### src/rtl/rf_pkg.sv
// Shared regfile writeback constants: widths, requester indices, starvation default.
package rf_pkg;
    localparam int RF_AW         = 5;
    localparam int RF_DW         = 32;
    localparam int REQ_WB        = 0;
    localparam int REQ_MDU       = 1;
    localparam int REQ_LSU       = 2;
    localparam int RF_STARVE_MAX = 4;
endpackage

### src/rtl/rr_pick.sv
// N-way picker: first request at or after ptr, wrapping; ptr tied to 0 gives fixed lowest-index priority.
module rr_pick #(
    parameter int N  = 2,
    parameter int PW = (N > 1) ? $clog2(N) : 1
) (
    input  logic [N-1:0]  req,
    input  logic [PW-1:0] ptr,
    output logic [N-1:0]  gnt
);
    logic found;

    // Two passes: indices >= ptr first, then the wrapped-around remainder.
    always_comb begin
        gnt   = '0;
        found = 1'b0;
        for (int j = 0; j < N; j++) begin
            if (!found && req[j] && (j >= int'(ptr))) begin
                gnt[j] = 1'b1;
                found  = 1'b1;
            end
        end
        for (int j = 0; j < N; j++) begin
            if (!found && req[j]) begin
                gnt[j] = 1'b1;
                found  = 1'b1;
            end
        end
    end
endmodule

### src/rtl/rf_wb_arbiter.sv
// Regfile write-port arbiter: requester 0 has priority, secondaries protected by a starvation guard.
// Define RF_WB_ARB_RR_EN for round-robin among secondaries; otherwise lowest index wins.
module rf_wb_arbiter
    import rf_pkg::*;
#(
    parameter int NREQ       = 3,
    parameter int AW         = RF_AW,
    parameter int DW         = RF_DW,
    parameter int STARVE_MAX = RF_STARVE_MAX
) (
    input  logic               clk,
    input  logic               rst_n,
    input  logic [NREQ-1:0]    req_valid,
    output logic [NREQ-1:0]    req_ready,
    input  logic [NREQ*AW-1:0] req_addr,
    input  logic [NREQ*DW-1:0] req_data,
    output logic               rf_we,
    output logic [AW-1:0]      rf_wa,
    output logic [DW-1:0]      rf_wd,
    output logic [2**AW-1:0]   pend_mask,
    output logic               starve_force
);
    localparam int NS = NREQ - 1;
    localparam int PW = (NS > 1) ? $clog2(NS) : 1;

    logic [AW-1:0]   addr_arr [NREQ];
    logic [DW-1:0]   data_arr [NREQ];
    logic [NS-1:0]   sec_valid;
    logic [NS-1:0]   sec_gnt;
    logic [PW-1:0]   ptr;
    logic            any_sec;
    logic            force_sel;
    logic            xfer;
    logic [NREQ-1:0] gnt;
    logic [AW-1:0]   sel_addr;
    logic [DW-1:0]   sel_data;
    logic [3:0]      starve_cnt_q, starve_cnt_d;
    logic            rf_we_q, rf_we_d;
    logic [AW-1:0]   rf_wa_q, rf_wa_d;
    logic [DW-1:0]   rf_wd_q, rf_wd_d;
    logic [2**AW-1:0] pend;

    for (genvar gi = 0; gi < NREQ; gi++) begin : g_unpack
        assign addr_arr[gi] = req_addr[gi*AW +: AW];
        assign data_arr[gi] = req_data[gi*DW +: DW];
    end

    assign sec_valid = req_valid[NREQ-1:REQ_MDU];
    assign any_sec   = |sec_valid;
    assign force_sel = any_sec && (starve_cnt_q == 4'(STARVE_MAX));

    rr_pick #(.N(NS), .PW(PW)) u_pick (
        .req (sec_valid),
        .ptr (ptr),
        .gnt (sec_gnt)
    );

    always_comb begin
        gnt = '0;
        if (req_valid[REQ_WB] && !force_sel) begin
            gnt[REQ_WB] = 1'b1;
        end else begin
            gnt[NREQ-1:REQ_MDU] = sec_gnt;
        end
    end

    always_comb begin
        sel_addr = '0;
        sel_data = '0;
        for (int i = 0; i < NREQ; i++) begin
            if (gnt[i]) begin
                sel_addr = addr_arr[i];
                sel_data = data_arr[i];
            end
        end
    end

    assign xfer = |gnt;

    always_comb begin
        starve_cnt_d = starve_cnt_q;
        if (!any_sec || (|gnt[NREQ-1:REQ_MDU])) begin
            starve_cnt_d = '0;
        end else if (gnt[REQ_WB]) begin
            starve_cnt_d = starve_cnt_q + 4'd1;
        end
        rf_we_d = xfer && (sel_addr != '0);
        rf_wa_d = xfer ? sel_addr : rf_wa_q;
        rf_wd_d = xfer ? sel_data : rf_wd_q;
    end

`ifdef RF_WB_ARB_RR_EN
    // Pointer is held in secondary-relative form: 0 means requester 1.
    logic [PW-1:0] ptr_q, ptr_d;

    always_comb begin
        ptr_d = ptr_q;
        for (int j = 0; j < NS; j++) begin
            if (gnt[j+1]) begin
                ptr_d = (j == NS - 1) ? '0 : PW'(j + 1);
            end
        end
    end

    always_ff @(posedge clk or negedge rst_n) begin
        if (!rst_n) begin
            ptr_q <= '0;
        end else begin
            ptr_q <= ptr_d;
        end
    end

    assign ptr = ptr_q;
`else
    assign ptr = '0;
`endif

    always_ff @(posedge clk or negedge rst_n) begin
        if (!rst_n) begin
            starve_cnt_q <= '0;
            rf_we_q      <= 1'b0;
            rf_wa_q      <= '0;
            rf_wd_q      <= '0;
        end else begin
            starve_cnt_q <= starve_cnt_d;
            rf_we_q      <= rf_we_d;
            rf_wa_q      <= rf_wa_d;
            rf_wd_q      <= rf_wd_d;
        end
    end

    // Register 0 is never a real hazard, so its bit is forced clear.
    always_comb begin
        pend = '0;
        for (int i = 0; i < NREQ; i++) begin
            if (req_valid[i]) begin
                pend[addr_arr[i]] = 1'b1;
            end
        end
        if (rf_we_q) begin
            pend[rf_wa_q] = 1'b1;
        end
        pend[0] = 1'b0;
    end

    assign req_ready    = gnt;
    assign starve_force = force_sel;
    assign pend_mask    = pend;
    assign rf_we        = rf_we_q;
    assign rf_wa        = rf_wa_q;
    assign rf_wd        = rf_wd_q;
endmodule
### config.mk
export PLATFORM = sky130hd
export DESIGN_NAME = rf_wb_arbiter
export DESIGN_NICKNAME = d
export VERILOG_FILES = /design/src/rtl/rf_pkg.sv /design/src/rtl/rr_pick.sv /design/src/rtl/rf_wb_arbiter.sv
export SDC_FILE = /design/constraint.sdc
export NUM_CORES = 1
export LEC_CHECK = 0
export BUFFER_PORTS_ARGS = -buffer_cell sky130_fd_sc_hd__buf_4
export CAP_MARGIN = 0
export CORE_ASPECT_RATIO = 0.5
export CORE_MARGIN = 3
export CORE_UTILIZATION = 47
export CTS_CLUSTER_DIAMETER = 150
export DETAILED_ROUTE_END_ITERATION = 8
export PLACE_DENSITY = 0.95
export SLEW_MARGIN = 25
export SYNTH_ARGS = -nofsm -noshare
export SYNTH_HDL_FRONTEND = slang
export SYNTH_SLANG_ARGS = --single-unit
### constraint.sdc
create_clock -name clk -period 3.4 [get_ports clk]
set_input_delay 0.34 -clock clk [delete_from_list [all_inputs] [get_ports clk]]
set_output_delay 0.34 -clock clk [all_outputs]
set_load 0.1 [all_outputs]
==> results of run 1 <==
stage by stage:
step,cells,power (mW)
after global placement,616,1.60
after detailed placement,616,1.61
final,624,2.08
after global routing,624,2.15
after CTS,624,2.07
after floorplan,371,1.32
placed cells by master (no fill, tap or decap), drive strengths merged, types with 2 or more instances in the layout:
cell,instances
a211oi,4
buf,191
o211ai,8
a21oi,15
o22ai,77
o221ai,9
and3b,7
or3,3
or3b,6
nand3,6
nand2,16
nor3b,10
nor3,3
a221o,14
o21ai,7
clkinv,2
a22oi,6
and3,7
clkbuf,6
mux2i,4
nand3b,14
inv,10
ha,2
nor2,54
a22o,4
dfrtp,42
synth_stat cells (2+ instances only):
cell      instances
a211oi_1          4
a21oi_1          15
a221o_1          14
a22o_1            4
a22oi_1           6
and3_1            7
and3b_1           7
buf_2            17
buf_4             2
buf_6             5
clkbuf_1          9
dfrtp_1          42
ha_1              2
inv_1             8
inv_2             2
mux2i_1           4
nand2_1          16
nand3_1           6
nand3b_1         14
nor2_1           52
nor3_1            2
nor3b_1           9
o211ai_1          8
o21ai_0           3
o21ai_2           2
o221ai_1          9
o22ai_1          76
or3_1             2
or3b_1            4
or3b_2            2
flip-flops by register name, summed over array words and instances, names as in the netlist:
signal and flops:
rf_wa 5, rf_wd 32, rf_we 1, starve_cnt_q 4
cells by family after synthesis:
logic type / count (synthesis) / share of synthesized area
flops: 42 / 0.336
buf+inv: 44 / 0.0744
simple gates: 128 / 0.230
other cells: 1 / 0.00120
mux: 4 / 0.0128
compound gates: 148 / 0.333
fa+ha+maj: 2 / 0.00800
xor+xnor: 2 / 0.00560
worst max-delay path, stage by stage, from the launching register on:
cell and delay [ns]:
dfrtp_1 0.47, nor3b_1 0.68, a22oi_1 0.20, o211ai_1 0.16, buf_4 0.33
report_power, final:
part           switching, mW  internal [mW]  total [mW]
Sequential            0.0459          0.549       0.595
Clock                  0.196          0.272       0.469
Combinational          0.758          0.263        1.02
Total                   1.00           1.08        2.08
layer usage:
metal	GRT usage	wire, µm
met5	0	0
met2	0.483	5760
met4	0.105	412
met1	0.394	4540
met3	0.0933	1610
worst min path at each step:
stage           from   endpoint  slack, ns  cells past startpoint
6_report       rst_n  rf_wd[19]       0.03                      1
5_1_grt        rst_n  rf_wd[19]       0.07                      1
4_1_cts        rst_n  rf_wd[19]       0.05                      1
3_5_place_dp   rst_n  rf_wd[17]       0.35                      1
3_3_place_gp   rst_n  rf_wd[19]       0.35                      1
2_1_floorplan  rst_n   rf_wa[0]       0.04                      0
area by class of cell:
cell class                 count  area (µm²)
multi-input combinational    285        1850
clock inverter                 2        13.8
clock buffer                   6         129
fill                         470        1630
inverter                      10        37.5
timing repair buffer         191        1430
tap                           88         110
sequential                    42        1050
==> run metrics, run 1 <==
critical setup path kind=reg2out; RSZ-0062 raised after global routing=false; fin util=0.739; clock tree sinks=42; CTS tree=done; Resized cells post-CTS=0; Die Span Y=63.7 µm; Setup crit end kind=primary output; Worst setup endpoint=pend_mask[22]; worst min-delay path class=in2async; fin area=4620 µm²; number of synthesis warnings=0; first-pass GRT wire length=18.9 mm; VDD IR max=0.282 mV; largest net degree at the start of global routing=43; Synth Instances=371; antenna viol nets, final=0; GPL Wtd Cong=1.06; Crit Path Max Fanout=9; Detailed Place HPWL=9.05 mm; routed wire length=12.3 mm; die area=7730 µm²; pwr/cell area=451 nW/µm²; Critical Path Source Type=flop; Final #Nets=653; I/O Buffers=188; setup violators final=0; period utilization=0.729; Worst Tran Pin Value=0.767 ns; Final Max Slew Viols=0; hold_buf cts=0; antenna violations before repair=0; via count=4049; Avg Inst Size Synth=8.43 µm²; Synth area leader=dfrtp_1; R2R Path Start=starve_cnt_q[0]; clock latency on the worst-skew pair=0.28 ns; synthesized area=3130 µm²; fmax=404 MHz; Data required, critical path=3.06 ns; Fin. Hold Viols=0; post-synthesis sequential area ratio=0.336; setup_tns=0 ns; GRT Util Overall=0.304; cell count of the worst reg-to-reg path=7; clock root cell=clkbuf_16; total CTS buffers=5; clk buf depth=2; asr flop ratio synth=1.00; num rows=20; Pre-antenna DRT Iters=6; status=finished clean; layout cell share with drive strength beyond 1=0.397; max-cap check violation count=0; number of synthesized register bits=42; library cells used by synthesis=48; Final Worst Setup Slack=0.922 ns; Max-slew headroom=0.487; Post-CTS Setup Repair Bufs=0; I/O pin cnt=190; Synth Flop Type=dfrtp_1; Final min period=2.48 ns; Syn-to-layout area delta=47.7%; clk slew on worst S/H paths=0.07 ns; antenna fix cells=0; starting density of the core=0.500; Yosys top cell area share=0.336; Worst Hold Slack=0.0261 ns; leakage power=2.07 nW; grt ovf=0; Iter 0 DRT Violations=515; CTS H-tree lvls=2; R2R Path End=rf_wd[19]; core area=6260 µm²; post-place setup slack=1.26 ns; Via-to-Cell Ratio=6.49; DRC=0; dominant cells by area after synthesis=dfrtp_1 (34%), o22ai_1 (15%), nor2_1 (6.2%), a221o_1 (4.5%), nand3b_1 (3.4%); Post-synth EDFFs=0; r2r setup slk=1.38 ns; Worst Setup SP=rf_wa[0]; WL per Instance=19.7 µm; Worst Path Arrival=2.14 ns; DP Area=4480 µm²; vias in the first global route=3769; Mapped Nets=489; Clock Skew=0.00759 ns; Chip Width=121 µm
Note: power is estimated with default switching activity, not from simulation.
==> inputs of run 2 (changes only) <==
--- a/config.mk
+++ b/config.mk
@@ -9,10 +9,10 @@
 export CAP_MARGIN = 0
 export CORE_ASPECT_RATIO = 0.5
 export CORE_MARGIN = 3
-export CORE_UTILIZATION = 47
+export CORE_UTILIZATION = 40
 export CTS_CLUSTER_DIAMETER = 150
 export DETAILED_ROUTE_END_ITERATION = 8
-export PLACE_DENSITY = 0.95
+export PLACE_DENSITY = 0.9
 export SLEW_MARGIN = 25
 export SYNTH_ARGS = -nofsm -noshare
 export SYNTH_HDL_FRONTEND = slang
==> constraint.sdc (replaced) <==
create_clock -name clk -period 2.05 [get_ports clk]
set_input_delay 0.205 -clock clk [delete_from_list [all_inputs] [get_ports clk]]
set_output_delay 0.205 -clock clk [all_outputs]
set_load 0.1 [all_outputs]
==> run 2 against run 1 <==
Net effect:
- power grew 70%
- sequential share of layout area is 1.3 points lower
- sequential power up 66%
- clock-buffer cell count stayed put
- clock skew is essentially flat
- critical path depth unchanged
- via count is 3.1% lower
- core utilization down 6.7 points
- design area grew 8.4%
- final cell count is 5.9% higher
- combinational power up 74%
==> run metrics, run 2 (synthesized netlist as in run 1, its figures left out) <==
Chip Width=131 µm (was 121 µm); largest net degree at the start of global routing=43 (unchanged); clock tree sinks=42 (unchanged); crit-path leading delay family=flip-flops (was simple AND/OR/NAND/NOR gates); CTS H-tree lvls=2 (unchanged); max reg flops=32 (unchanged); Data required, critical path=1.85 ns (was 3.06 ns); I/O pin cnt=190 (unchanged); Worst setup endpoint=pend_mask[1] (was pend_mask[22]); Setup crit end kind=primary output (unchanged); max-cap check violation count=0 (unchanged); Detailed Place HPWL=9.56 mm (was 9.05 mm); antenna violations before repair=0 (unchanged); CTS tree=done (unchanged); RSZ-0062 raised after global routing=false (unchanged); CP max stage cell=dfrtp_4 (was nor3b_1); WL per Instance=19.2 µm (was 19.7 µm); Final #Nets=670 (was 653); die area=8980 µm² (was 7730 µm²); crit-path cells=inv_2, and3_1, a221o_2, buf_4 (was nor3b_1, a22oi_1, o211ai_1, buf_4); Crit Path Max Fanout=8 (was 9); num rows=22 (was 20); Clk pwr share=0.219 (was 0.225); worst min-delay path class=in2reg (was in2async); Final min period=1.99 ns; Die Span Y=68.5 µm (was 63.7 µm); Iter 0 DRT Violations=287 (was 515); first-pass GRT wire length=18.2 mm (was 18.9 mm); most common cell after layout, fill and taps aside=buf_4 (unchanged); via count=3923 (was 4049); clock latency on the worst-skew pair=0.28 ns (about the same); Via-to-Cell Ratio=5.93 (was 6.49); total CTS buffers=5 (unchanged); Worst Tran Pin Value=0.537 ns (was 0.767 ns); I/O Buffers=188 (unchanged); antenna fix cells=0 (unchanged); layout cell share with drive strength beyond 1=0.479 (was 0.397); Worst Path Arrival=1.79 ns (was 2.14 ns); vias in the first global route=3581 (was 3769); r2r setup slk=0.23 ns (was 1.38 ns); pwr/cell area=706 nW/µm² (was 451 nW/µm²); R2R Path Start=starve_cnt_q[1] (was starve_cnt_q[0]); VDD IR max=0.396 mV (was 0.282 mV); R2R Path End=rf_wd[26] (was rf_wd[19]); critical setup path kind=reg2out (unchanged); setup violators final=0 (unchanged); Max-slew headroom=0.642 (was 0.487); clock root cell=clkbuf_16 (unchanged); Comb power frac=0.502 (was 0.490); clk buf depth=2 (unchanged); starting density of the core=0.419 (was 0.500); status=finished clean (unchanged); period utilization=0.971; grt ovf=0 (unchanged); max incr delay on CP=0.51 ns (was 0.68 ns); Worst Setup SP=rf_wa[1] (was rf_wa[0]); setup_tns=0 ns (unchanged); P_sw=1.68 mW (was 1.00 mW); antenna viol nets, final=0 (unchanged); Sequential Power Share=0.280 (was 0.285); cell count of the worst reg-to-reg path=7 (unchanged); most frequent cells in the layout=buf_4 (202), o22ai_1 (76), nor2_1 (50) (was buf_4 (191), o22ai_1 (76), nor2_1 (52)); switching share of power=0.476 (was 0.480); GRT Util Overall=0.260 (was 0.304); Critical Path Stages=4 (unchanged); Fin. Hold Viols=0 (unchanged); leakage power=2.18 nW (was 2.07 nW); routed wire length=12.7 mm (was 12.3 mm); Critical Path Source Type=flop (unchanged); Pre-antenna DRT Iters=5 (was 6); core area=7460 µm² (was 6260 µm²); DRC=0 (unchanged); Fillers=602 (was 470); overall power=3.54 mW (was 2.08 mW); Clock Skew=0.00748 ns (was 0.00759 ns); Int Power=1.85 mW (was 1.08 mW); fmax=502 MHz; Syn-to-layout area delta=60.1% (was 47.7%); clk slew on worst S/H paths=0.06 ns (was 0.07 ns); GPL Wtd Cong=0.982 (was 1.06); Final Max Slew Viols=0 (unchanged); WP buf/inv=2 (was 1)
run 2: cell type report:
class,instances,area [µm²],share of cell area
clock buffers,6,129,0.0257
clock inverters,2,13.8,0.00275
inverters,10,37.5,0.00749
multi-input cells,285,2030,0.404
flip-flops and latches,42,1070,0.214
well taps,108,135,0.0270
repair buffers,208,1600,0.318
run 2: worst min path at each step:
stage | to | slack [ns] | from | cells past startpoint
finish | rf_wd[21] | 0.18 | req_data[21] | 3
global route | rf_wd[10] | 0.18 | req_data[10] | 3
CTS | rf_wd[21] | 0.18 | req_data[21] | 3
detailed placement | rf_wd[15] | 0.22 | rst_n | 1
global placement | rf_wd[15] | 0.22 | rst_n | 1
floorplan | rf_wd[0] | -0.09 | rst_n | 0
run 2: repair_timing:
item / 4_1_cts / 5_1_grt
hold buffers: 1 / 0
endpoints found under the hold margin: 42 / 0
resized for setup: 4 / 5
pin swaps: 0 / 2
setup buffers: 0 / 5
setup endpoints to repair: 4 / 8
run 2: worst register-to-register path, cell delays in order (launching register included):
cell and delay [ns]:
dfrtp_1 0.40, inv_1 0.08, ha_1 0.16, nand3b_1 0.22, o21ai_4 0.31, buf_4 0.31
o22ai_1 0.15, nor2_1 0.13
run 2: power groups by stage:
stage,sequential (mW),combinational [mW],clock (mW)
6_report,0.989,1.77,0.773
5_1_grt,1.00,1.84,0.815
4_1_cts,0.985,1.75,0.774
3_5_place_dp,0.997,1.74,0
3_3_place_gp,0.992,1.72,0
2_1_floorplan,1.55,0.706,0
run 2: per-stage QoR:
| stage | hold WS, ns | area, µm² | util | cells | setup WS (ns) |
|---|---|---|---|---|---|
| 4_1_cts | 0.176 | 4950 | 0.664 | 656 | 0.0585 |
| 2_1_floorplan | -0.0906 | 3420 | - | 371 | -0.384 |
| 3_3_place_gp | 0.219 | 4790 | 0.642 | 647 | 0.193 |
| 5_1_grt | 0.177 | 5010 | 0.672 | 661 | 0.00197 |
| 6_report | 0.176 | 5010 | 0.672 | 661 | 0.0599 |
| 3_5_place_dp | 0.220 | 4790 | 0.642 | 647 | 0.174 |
run 2: per-layer routing:
metal	global-route usage	vias to the layer above	share of wire
met5	0	-	0
met4	0.0654	0	0.019
met3	0.0585	30	0.094
met2	0.450	232	0.49
met1	0.335	1846	0.40
li1	-	1815	-
==> inputs of run 3 (changes only) <==
--- a/config.mk
+++ b/config.mk
@@ -5,6 +5,7 @@
 export SDC_FILE = /design/constraint.sdc
 export NUM_CORES = 1
 export LEC_CHECK = 0
+export ABC_AREA = 1
 export BUFFER_PORTS_ARGS = -buffer_cell sky130_fd_sc_hd__buf_4
 export CAP_MARGIN = 0
 export CORE_ASPECT_RATIO = 0.5
==> run 3 against run 2 <==
Net effect:
- final cell count increased by 10%
- clock skew decreased by 0.0023 ns
- clock power increased by 13%
- sequential power decreased by 0.4%
- flip-flop and latch count unchanged
- first-iteration DRC count increased by 22%
- synthesized area decreased by 1.4%
- die area decreased by 1.3%
- via count increased by 6.1%
- critical endpoint is now pend_mask[20]
==> run metrics, run 3 <==
status=finished clean (unchanged); Sequential Power Share=0.265 (was 0.280); setup violators final=0 (unchanged); Clock Skew=0.00521 ns (was 0.00748 ns); grt ovf=0 (unchanged); Detailed Place HPWL=10.2 mm (was 9.56 mm); max reg flops=32 (unchanged); most common cell after layout, fill and taps aside=buf_4 (unchanged); num rows=21 (was 22); R2R Path Start=starve_cnt_q[0] (was starve_cnt_q[1]); critical setup path kind=reg2out (unchanged); cell count of the worst reg-to-reg path=11 (was 7); VDD IR max=0.352 mV (was 0.396 mV); Pre-antenna DRT Iters=6 (was 5); antenna viol nets, final=0 (unchanged); Post-synth EDFFs=0 (unchanged); WL per Instance=18.3 µm (was 19.2 µm); DR WL met3=1.12 mm (was 1.20 mm); Synth Instances=436 (was 371); Final #Nets=755 (was 670); library cells used by synthesis=28 (was 48); synth cell count leaders=nand2_1 (141), nand3_1 (60), dfrtp_1 (42) (was o22ai_1 (76), nor2_1 (52), dfrtp_1 (42)); CTS tree=done (unchanged); via count=4161 (was 3923); r2r setup slk=0.23 ns (about the same); most frequent cells in the layout=buf_4 (195), nand2_1 (141), nand3_1 (51) (was buf_4 (202), o22ai_1 (76), nor2_1 (50)); Critical Path Source Type=flop (unchanged); highest metal used=met4 (unchanged); Die Span Y=68.1 µm (was 68.5 µm); fmax=498 MHz (was 502 MHz); Worst Hold Slack=0.131 ns (was 0.176 ns); Comb power frac=0.501 (was 0.502); routed wl met2=7.02 mm (was 6.23 mm); Final Max Slew Viols=0 (unchanged); period utilization=0.980 (was 0.971); Syn-to-layout area delta=78.6% (was 60.1%); post-synthesis sequential area ratio=0.341 (was 0.336); CTS H-tree lvls=2 (unchanged); DRC=0 (unchanged); Mapped Nets=554 (was 489); total CTS buffers=5 (unchanged); core area=7070 µm² (was 7460 µm²); Chip Width=130 µm (was 131 µm); Worst Path Arrival=1.80 ns (was 1.79 ns); starting density of the core=0.437 (was 0.419); RSZ-0062 raised after global routing=true (was false); hold path start=req_data[60] (was req_data[21]); antenna violations before repair=0 (unchanged); WP buf/inv=2 (unchanged); max incr delay on CP=0.45 ns (was 0.51 ns); Int Power=1.97 mW (was 1.85 mW); pwr/cell area=675 nW/µm² (was 706 nW/µm²); synthesized area=3090 µm² (was 3130 µm²); crit-path leading delay family=buffers and inverters (was flip-flops); Max-slew headroom=0.660 (was 0.642); DP Area=5200 µm² (was 4790 µm²); worst min-delay path class=in2reg (unchanged); first-pass GRT wire length=20.0 mm (was 18.2 mm); GRT Util Overall=0.286 (was 0.260); number of synthesized register bits=42 (unchanged); Final min period=2.01 ns (was 1.99 ns); P_sw=1.75 mW (was 1.68 mW); number of synthesis warnings=0 (unchanged); I/O Buffers=188 (unchanged); CP max stage cell=dfrtp_2 (was dfrtp_4); crit-path cells=inv_1, nand3_2, o221ai_4, buf_4 (was inv_2, and3_1, a221o_2, buf_4); placed cells=719 (was 647); fin area=5510 µm² (was 5010 µm²); dominant cells by area after synthesis=dfrtp_1 (34%), nand2_1 (17%), nand3_1 (9.7%), o221ai_1 (8.5%), nand4_1 (6.5%) (was dfrtp_1 (34%), o22ai_1 (15%), nor2_1 (6.2%), a221o_1 (4.5%), nand3b_1 (3.4%)); asr flop ratio synth=1.00 (unchanged); fin util=0.780 (was 0.672); switching share of power=0.471 (was 0.476); routed wire length=13.4 mm (was 12.7 mm); Via-to-Cell Ratio=5.70 (was 5.93); Fillers=501 (was 602); antenna fix cells=0 (unchanged); Fin. Hold Viols=0 (unchanged); GPL Wtd Cong=1.02 (was 0.982); clock tree sinks=42 (unchanged); Yosys top cell area share=0.341 (was 0.336); clk slew on worst S/H paths=0.06 ns (about the same); Crit Path Max Fanout=6 (was 8); Hold EP=rf_wd[28] (was rf_wd[21]); fin cells=730 (was 661); vias in the first global route=4050 (was 3581); largest net degree at the start of global routing=43 (unchanged); Avg Inst Size Synth=7.08 µm² (was 8.43 µm²); hold depth=3 (unchanged); Clk pwr share=0.234 (was 0.219); most frequent cell after synthesis=nand2_1 (was o22ai_1); clk buf depth=2 (unchanged); layout cell share with drive strength beyond 1=0.433 (was 0.479); Setup crit end kind=primary output (unchanged); overall power=3.72 mW (was 3.54 mW); clock latency on the worst-skew pair=0.28 ns (about the same); clock root cell=clkbuf_16 (unchanged); I/O pin cnt=190 (unchanged); leakage power=2.58 nW (was 2.18 nW); Iter 0 DRT Violations=351 (was 287); die area=8870 µm² (was 8980 µm²); Synth area leader=dfrtp_1 (unchanged); WL met1=4.99 mm (was 5.04 mm); Synth Flop Type=dfrtp_1 (unchanged); Worst Tran Pin Value=0.511 ns (was 0.537 ns); max-cap check violation count=0 (unchanged); R2R Path End=rf_wd[30] (was rf_wd[26]); Data required, critical path=1.85 ns (about the same)
[run 3: worst max-delay path by stage]
stage                          startpoint       endpoint  slack, ns  cells after the start
final                            rf_wa[3]  pend_mask[20]       0.04                      4
after CTS                        rf_wa[3]  pend_mask[19]      -0.04                      4
after detailed placement  starve_cnt_q[0]      rf_wd[13]       0.17                     11
after global placement           rf_wa[4]   pend_mask[6]       0.26                      4
after floorplan                  rf_wa[1]  pend_mask[11]      -0.06                      2
after global routing             rf_wa[3]  pend_mask[23]      -0.04                      4
[run 3: tightest hold or removal path: cells and delay by family]
kind,cells,cell delay [ns]
buffers and inverters,1,0.07
and+or+nand+nor,2,0.10
[run 3: power by group through the flow]
| stage | combinational (mW) | clock [mW] | sequential, mW |
|---|---|---|---|
| after global placement | 1.80 | 0 | 0.989 |
| final | 1.86 | 0.872 | 0.985 |
| after floorplan | 0.729 | 0 | 1.55 |
| after detailed placement | 1.82 | 0 | 0.993 |
| after CTS | 1.84 | 0.894 | 0.982 |
| after global routing | 1.93 | 0.930 | 0.996 |
[run 3: layout make-up]
class | instances | area [µm²] | area share
multi-input cells | 332 | 2330 | 0.422
repair buffers | 210 | 1660 | 0.301
flip-flops and latches | 42 | 1060 | 0.193
inverters | 46 | 183 | 0.0332
clock buffers | 5 | 125 | 0.0227
well taps | 92 | 115 | 0.0209
clock inverters | 3 | 40.0 | 0.00727
[run 3: cell families (layout without fill, tap and decap cells)]
kind of cell / after synthesis / after routing / synth area share
AOI/OAI and AO/OA: 65 / 65 / 0.168
xor gates and xnor gates: 2 / 2 / 0.00568
adders and majority gates: 2 / 2 / 0.00811
buffers and inverters: 62 / 264 / 0.0993
DFF: 42 / 42 / 0.341
other: 1 / 1 / 0.00122
and+or+nand+nor: 262 / 262 / 0.377
[run 3: through the flow]
| stage | setup TNS, ns | setup WS, ns |
|---|---|---|
| floorplan | -0.888 | -0.0586 |
| global placement | 0 | 0.257 |
| detailed placement | 0 | 0.167 |
| CTS | -0.211 | -0.0372 |
| global route | -0.183 | -0.0377 |
| finish | 0 | 0.0405 |
[run 3: per-layer routing]
layer  up-vias  track usage
met2       234        0.554
met5         -            0
li1       1942            -
met4         0       0.0790
met3        29       0.0405
met1      1956        0.337
[run 3: what timing repair did]
action	CTS	global route
endpoints found under the setup margin	19	22
cloned	0	0
endpoints found under the hold margin	42	0
setup buffers	0	2
hold buffers	1	0
resized for setup	9	20
pin swaps	0	1
